--- src/rtl/mc_control_unit_if.sv ---
// -----------------------------------------------------------------------------
// mc_control_unit_if
// Byte-wide memory bus between the control unit (master) and the unified
// memory (slave). Single request/ready handshake: an access completes at the
// rising edge where mem_req and mem_ready are both high.
//   mem_req    master->slave  access request, held until accepted
//   mem_we     master->slave  1 = write, 0 = read
//   mem_addr   master->slave  access address
//   mem_wdata  master->slave  write data
//   mem_rdata  slave->master  read data, valid while mem_ready is high
//   mem_ready  slave->master  access completes this cycle
// -----------------------------------------------------------------------------
interface mc_control_unit_if #(
   parameter int ADDR_W = 13,
   parameter int DATA_W = 8
);
   logic              mem_req;
   logic              mem_we;
   logic [ADDR_W-1:0] mem_addr;
   logic [DATA_W-1:0] mem_wdata;
   logic [DATA_W-1:0] mem_rdata;
   logic              mem_ready;

   modport master (
      output mem_req, mem_we, mem_addr, mem_wdata,
      input  mem_rdata, mem_ready
   );

   modport slave (
      input  mem_req, mem_we, mem_addr, mem_wdata,
      output mem_rdata, mem_ready
   );
endinterface

--- src/rtl/mc_control_unit.sv ---
// -----------------------------------------------------------------------------
// mc_control_unit
// Multi-cycle fetch/decode/execute sequencer for the 8-bit accumulator CPU.
// Fetches a 16-bit instruction as two bytes ({op[2:0], a[12:8]} then a[7:0]),
// then reads or writes the operand and updates the accumulator.
// Ports:
//   clk        clock, all state changes on the rising edge
//   rst        synchronous active-high reset
//   bus        memory bus (master side of mc_control_unit_if)
//   acc_addr   accumulator index, always 0
//   acc_wdata  accumulator write data (0 outside EXEC)
//   acc_we     accumulator write enable, one-cycle pulse per ALU/LDA op
//   acc_rdata  accumulator read data (combinational from register file)
//   carry      carry/borrow flag, changed only by ADD and SUB
//   halted     high once HLT has executed
//   pc         program counter
// -----------------------------------------------------------------------------
module mc_control_unit #(
   parameter int ADDR_W = 13,
   parameter int DATA_W = 8
) (
   input  logic              clk,
   input  logic              rst,
   mc_control_unit_if.master bus,
   output logic [ADDR_W-1:0] acc_addr,
   output logic [DATA_W-1:0] acc_wdata,
   output logic              acc_we,
   input  logic [DATA_W-1:0] acc_rdata,
   output logic              carry,
   output logic              halted,
   output logic [ADDR_W-1:0] pc
);

   typedef enum logic [2:0] {
      INIT, FETCH1, FETCH2, DECODE, MEMRD, EXEC, MEMWR, HALT
   } state_t;

   typedef enum logic [2:0] {
      OP_LDA, OP_STA, OP_ADD, OP_SUB, OP_AND, OP_JMP, OP_JZ, OP_HLT
   } op_t;

   state_t            state, stateNext;
   logic [ADDR_W-1:0] pcNext;
   logic [DATA_W-1:0] irHi, irHiNext;
   logic [DATA_W-1:0] irLo, irLoNext;
   logic [DATA_W-1:0] mdr, mdrNext;
   logic              carryNext;

   op_t               opcode;
   logic [ADDR_W-1:0] operandAddr;
   logic [DATA_W:0]   sum;
   logic [DATA_W:0]   diff;

   assign opcode      = op_t'(irHi[DATA_W-1 -: 3]);
   assign operandAddr = {irHi[ADDR_W-DATA_W-1:0], irLo};
   // Ninth bit of the widened sum is the carry; of the difference, the borrow.
   assign sum         = {1'b0, acc_rdata} + {1'b0, mdr};
   assign diff        = {1'b0, acc_rdata} - {1'b0, mdr};
   assign acc_addr    = '0;

   // NOTE: sequential state uses non-blocking assignments so every register
   // samples the pre-edge values, regardless of statement order.
   always_ff @(posedge clk) begin
      if (rst) begin
         state <= INIT;
         pc    <= '0;
         irHi  <= '0;
         irLo  <= '0;
         mdr   <= '0;
         carry <= 1'b0;
      end else begin
         state <= stateNext;
         pc    <= pcNext;
         irHi  <= irHiNext;
         irLo  <= irLoNext;
         mdr   <= mdrNext;
         carry <= carryNext;
      end
   end

   // NOTE: every signal written here gets a default first; a path that leaves
   // one unassigned would infer a latch.
   always_comb begin
      stateNext     = state;
      pcNext        = pc;
      irHiNext      = irHi;
      irLoNext      = irLo;
      mdrNext       = mdr;
      carryNext     = carry;
      bus.mem_req   = 1'b0;
      bus.mem_we    = 1'b0;
      bus.mem_addr  = '0;
      bus.mem_wdata = '0;
      acc_we        = 1'b0;
      acc_wdata     = '0;
      halted        = 1'b0;

      unique case (state)
         INIT: stateNext = FETCH1;

         FETCH1: begin
            bus.mem_req  = 1'b1;
            bus.mem_addr = pc;
            if (bus.mem_ready) begin
               irHiNext  = bus.mem_rdata;
               pcNext    = pc + ADDR_W'(1);
               stateNext = FETCH2;
            end
         end

         FETCH2: begin
            bus.mem_req  = 1'b1;
            bus.mem_addr = pc;
            if (bus.mem_ready) begin
               irLoNext  = bus.mem_rdata;
               pcNext    = pc + ADDR_W'(1);
               stateNext = DECODE;
            end
         end

         DECODE: begin
            unique case (opcode)
               OP_JMP: begin
                  pcNext    = operandAddr;
                  stateNext = FETCH1;
               end
               OP_JZ: begin
                  // Reads the live accumulator, so an EXEC write just before is seen.
                  if (acc_rdata == '0) pcNext = operandAddr;
                  stateNext = FETCH1;
               end
               OP_HLT:  stateNext = HALT;
               OP_STA:  stateNext = MEMWR;
               default: stateNext = MEMRD;
            endcase
         end

         MEMRD: begin
            bus.mem_req  = 1'b1;
            bus.mem_addr = operandAddr;
            if (bus.mem_ready) begin
               mdrNext   = bus.mem_rdata;
               stateNext = EXEC;
            end
         end

         EXEC: begin
            acc_we = 1'b1;
            unique case (opcode)
               OP_ADD: begin
                  acc_wdata = sum[DATA_W-1:0];
                  carryNext = sum[DATA_W];
               end
               OP_SUB: begin
                  acc_wdata = diff[DATA_W-1:0];
                  carryNext = diff[DATA_W];
               end
               OP_AND:  acc_wdata = acc_rdata & mdr;
               default: acc_wdata = mdr;  // LDA; no other opcode reaches EXEC
            endcase
            stateNext = FETCH1;
         end

         MEMWR: begin
            bus.mem_req   = 1'b1;
            bus.mem_we    = 1'b1;
            bus.mem_addr  = operandAddr;
            bus.mem_wdata = acc_rdata;
            if (bus.mem_ready) stateNext = FETCH1;
         end

         HALT: halted = 1'b1;

         default: stateNext = INIT;
      endcase
   end

endmodule

--- src/flat_wrapper.sv ---
// flat-port wrapper written by rule: the top's interface ports become plain ports
module mc_control_unit_flat 
#(
   parameter int ADDR_W = 13,
   parameter int DATA_W = 8
)
  (clk, rst, acc_addr, acc_wdata, acc_we, acc_rdata, carry, halted, pc, bus_mem_req, bus_mem_we, bus_mem_addr, bus_mem_wdata, bus_mem_rdata, bus_mem_ready);
  mc_control_unit_if #(.ADDR_W(ADDR_W), .DATA_W(DATA_W)) bus_i ();
  input  logic clk;
  input  logic rst;
  output logic [ADDR_W-1:0] acc_addr;
  output logic [DATA_W-1:0] acc_wdata;
  output logic acc_we;
  input  logic [DATA_W-1:0] acc_rdata;
  output logic carry;
  output logic halted;
  output logic [ADDR_W-1:0] pc;
  output wire logic [$bits(bus_i.mem_req)-1:0] bus_mem_req;
  output wire logic [$bits(bus_i.mem_we)-1:0] bus_mem_we;
  output wire logic [$bits(bus_i.mem_addr)-1:0] bus_mem_addr;
  output wire logic [$bits(bus_i.mem_wdata)-1:0] bus_mem_wdata;
  input wire logic [$bits(bus_i.mem_rdata)-1:0] bus_mem_rdata;
  input wire logic [$bits(bus_i.mem_ready)-1:0] bus_mem_ready;
  assign bus_mem_req = bus_i.mem_req;
  assign bus_mem_we = bus_i.mem_we;
  assign bus_mem_addr = bus_i.mem_addr;
  assign bus_mem_wdata = bus_i.mem_wdata;
  assign bus_i.mem_rdata = bus_mem_rdata;
  assign bus_i.mem_ready = bus_mem_ready;
  mc_control_unit #(.ADDR_W(ADDR_W), .DATA_W(DATA_W)) u_core (.clk(clk), .rst(rst), .bus(bus_i), .acc_addr(acc_addr), .acc_wdata(acc_wdata), .acc_we(acc_we), .acc_rdata(acc_rdata), .carry(carry), .halted(halted), .pc(pc));
endmodule
--- config.mk ---
export PLATFORM = sky130hd
export DESIGN_NAME = mc_control_unit_flat
export DESIGN_NICKNAME = d
export VERILOG_FILES = /design/src/rtl/mc_control_unit_if.sv /design/src/rtl/mc_control_unit.sv /design/src/flat_wrapper.sv
export SDC_FILE = /design/constraint.sdc
export NUM_CORES = 1
export LEC_CHECK = 0
export BUFFER_PORTS_ARGS = -buffer_cell sky130_fd_sc_hd__buf_2
export CELL_PAD_IN_SITES_DETAIL_PLACEMENT = 1
export CELL_PAD_IN_SITES_GLOBAL_PLACEMENT = 1
export CORE_ASPECT_RATIO = 0.6
export CORE_MARGIN = 3
export CORE_UTILIZATION = 42
export DETAILED_ROUTE_END_ITERATION = 10
export PLACE_DENSITY_LB_ADDON = 0.1
export SLEW_MARGIN = 0
export SYNTH_ARGS = -nofsm -noshare
export SYNTH_HDL_FRONTEND = slang
export SYNTH_SLANG_ARGS = --single-unit
--- constraint.sdc ---
create_clock -name clk -period 4.75 [get_ports clk]
set_input_delay 0.475 -clock clk [delete_from_list [all_inputs] [get_ports clk]]
set_output_delay 0.475 -clock clk [all_outputs]
set_load 0.01 [all_outputs]
==> impl_metrics.json <==
{
  "status": "finished clean",
  "rsz0062_at_grt": "false",
  "clock-sinks": 41,
  "fin_skew_ns": 0.00540,
  "fmax_mhz": 319,
  "dr.first_iter.drc_count": 281,
  "clkPwrFrac": 0.369,
  "final_area_um2": 3690,
  "crit_required_ns": 4.28,
  "p_per_area_nw_per_um2": 242,
  "fin_cells": 596,
  "die_area_um2": 8940,
  "grt_pass1_vias": 3312,
  "pwr-share-comb": 0.200,
  "sw_frac_of_total": 0.318,
  "grt-ovfl-total": 0,
  "cts_buffers": 5,
  "viasPerCell": 5.91,
  "area_delta_synth_final_pct": 12.6,
  "fillers": 978,
  "routed_wl_mm": 11.2,
  "power.switching_uw": 285,
  "start_kind": "flop",
  "wl_per_cell_um": 18.7,
  "slew_headroom": 0.170,
  "cts_root_buf": "clkbuf_16",
  "fin_util": 0.498,
  "die_height_um": 74.4,
  "clk_latency_ns": 0.29,
  "num_rows": 24,
  "path_max_fanout": 27,
  "port_buffers": 65,
  "fin_nets": 530,
  "synth_area_per_cell_um2": 7.28,
  "routabilityCongestion": 0.943,
  "synth.largest_area_cell": "dfxtp_1",
  "io_pins": 79,
  "place_area_um2": 3550,
  "setup_viol": 0,
  "synth_top_area_share": 0.250,
  "grt_usage": 0.253,
  "ys_warn_count": 0,
  "synthFlopType": "dfxtp_1",
  "antenna_found_initial": 0,
  "yosysSeqAreaShare": 0.250,
  "fin_crit_sh": 0.659,
  "holdCritPathClass": "primary input to flop",
  "dieWidth_um": 120,
  "coreArea_um2": 7420,
  "clk_pin_slew_worst_paths_ns": 0.06,
  "setup_tns_ns": 0,
  "cts.hold.buffers_added": 0,
  "synth-seq-cells": 41,
  "intPower_uw": 610,
  "vias": 3521,
  "seq_power_share": 0.431,
  "p_leak_uw": 0.00155,
  "worst_slew_pin_slew_ns": 1.24,
  "dp.final_hpwl_mm": 8.59,
  "drv_slew": 0,
  "drive_gt1_frac": 0.171,
  "clockBufferDepth": 2,
  "path_class": "flop to output port",
  "postCtsSetupBuffers": 0,
  "synthArstFlopShare": 0,
  "synth-edff-count": 0,
  "dr.pass1.iters": 5,
  "arrival_ns": 2.66,
  "grt_pass1_wl_mm": 18.0,
  "n_antenna_cell": 0,
  "h-tree-depth": 2,
  "syn_area_um2": 3280,
  "ir_worst_vdd_mv": 0.134,
  "power_uw": 894,
  "synth_area_leaders": "dfxtp_1 25%, nand2_1 9.4%, ha_1 6.9%",
  "cts.repair.resized": 0,
  "cap_violations": 0,
  "min_period_ns": 3.13,
  "grt_max_degree": 42,
  "dpl.cell_count": 588,
  "ant_nets": 0,
  "start_util": 0.442,
  "cts_tree": "built",
  "synth_cell_types": 63,
  "hold_viol_final": 0,
  "worstSetupEndpointType": "output port",
  "synth_cells": 450,
  "remaining_drc_errors": 0
}
cell families after synthesis:
family,after synthesis,synth area share
fa+ha+maj,20,0.0809
buf+inv,60,0.0897
mux,11,0.0336
other cells,1,0.00114
simple gates,179,0.249
compound gates,130,0.272
flops,41,0.250
xor+xnor,8,0.0237
worst max-delay path: stages, from the launching register on:
cell and delay, ns:
dfxtp_1 0.86, nor2b_1 1.05, a22o_1 0.31, buf_2 0.14
final cells by class:
type / count / area, µm² / share of cell area
multi-input combinational: 361 / 2210 / 0.598
sequential: 41 / 821 / 0.222
timing repair buffer: 66 / 333 / 0.0902
tap: 104 / 130 / 0.0353
clock buffer: 6 / 129 / 0.0349
inverter: 16 / 60.1 / 0.0163
clock inverter: 2 / 10.0 / 0.00271
Yosys cell counts, drive strengths merged, types with 11 or more instances:
cell type / count
and3: 14
mux2i: 11
clkbuf: 25
ha: 18
a21oi: 36
nand2: 82
o21ai: 22
inv: 15
dfxtp: 41
nor2: 40
buf: 19
path summary, 6_finish.rpt:
kind | endpoint | depth (start not counted) | startpoint | slack, ns
worst max-delay path | bus_mem_addr[2] | 3 | u_core.state[2] | 1.62
worst min-delay path | u_core.mdr[5] | 3 | bus_mem_rdata[5] | 0.47
worst max register to register | u_core.pc[12] | 6 | u_core.irHi[7] | 1.83
worst min register to register | u_core.irHi[4] | 2 | u_core.irHi[4] | 0.49
metal layers:
| layer | vias up | GRT usage | part of all wire |
|---|---|---|---|
| li1 | 1653 | - | - |
| met1 | 1727 | 0.404 | 0.52 |
| met5 | - | 0 | 0 |
| met3 | 9 | 0.0456 | 0.070 |
| met2 | 132 | 0.351 | 0.41 |
| met4 | 0 | 0.0431 | 0.0057 |
through the flow:
stage | setup slack, ns | hold slack (ns)
6_report | 1.62 | 0.465
4_1_cts | 1.63 | 0.462
2_1_floorplan | 2.25 | 0.445
5_1_grt | 1.39 | 0.473
3_3_place_gp | 1.94 | 0.468
3_5_place_dp | 1.79 | 0.480
registers in the layout (all words and copies together), names as in the netlist:
| signal | flops |
|---|---|
| u_core.carry | 1 |
| u_core.irLo | 8 |
| u_core.mdr | 8 |
| u_core.irHi | 8 |
| u_core.pc | 13 |
| u_core.state | 3 |
cell usage in the layout (no fill, tap or decap), drive strengths merged, types with 8 or more instances in the layout:
cell type | Yosys | layout
nand2 | 82 | 82
buf | 19 | 66
dfxtp | 41 | 41
nor2 | 40 | 40
a21oi | 36 | 36
o21ai | 22 | 22
ha | 18 | 18
inv | 15 | 15
and3 | 14 | 14
conb | 1 | 13
mux2i | 11 | 11
o22ai | 10 | 10
nand3 | 10 | 10
nor2b | 9 | 9
a22oi | 9 | 9
a22o | 8 | 8
o31ai | 8 | 8
power by group through the flow:
stage	clock [µW]	combinational [µW]	sequential [µW]
floorplan	0	147	372
global placement	0	172	391
detailed placement	0	175	393
CTS	337	176	385
global route	356	197	390
finish	330	179	385
Power figures use the tool's default switching activity.
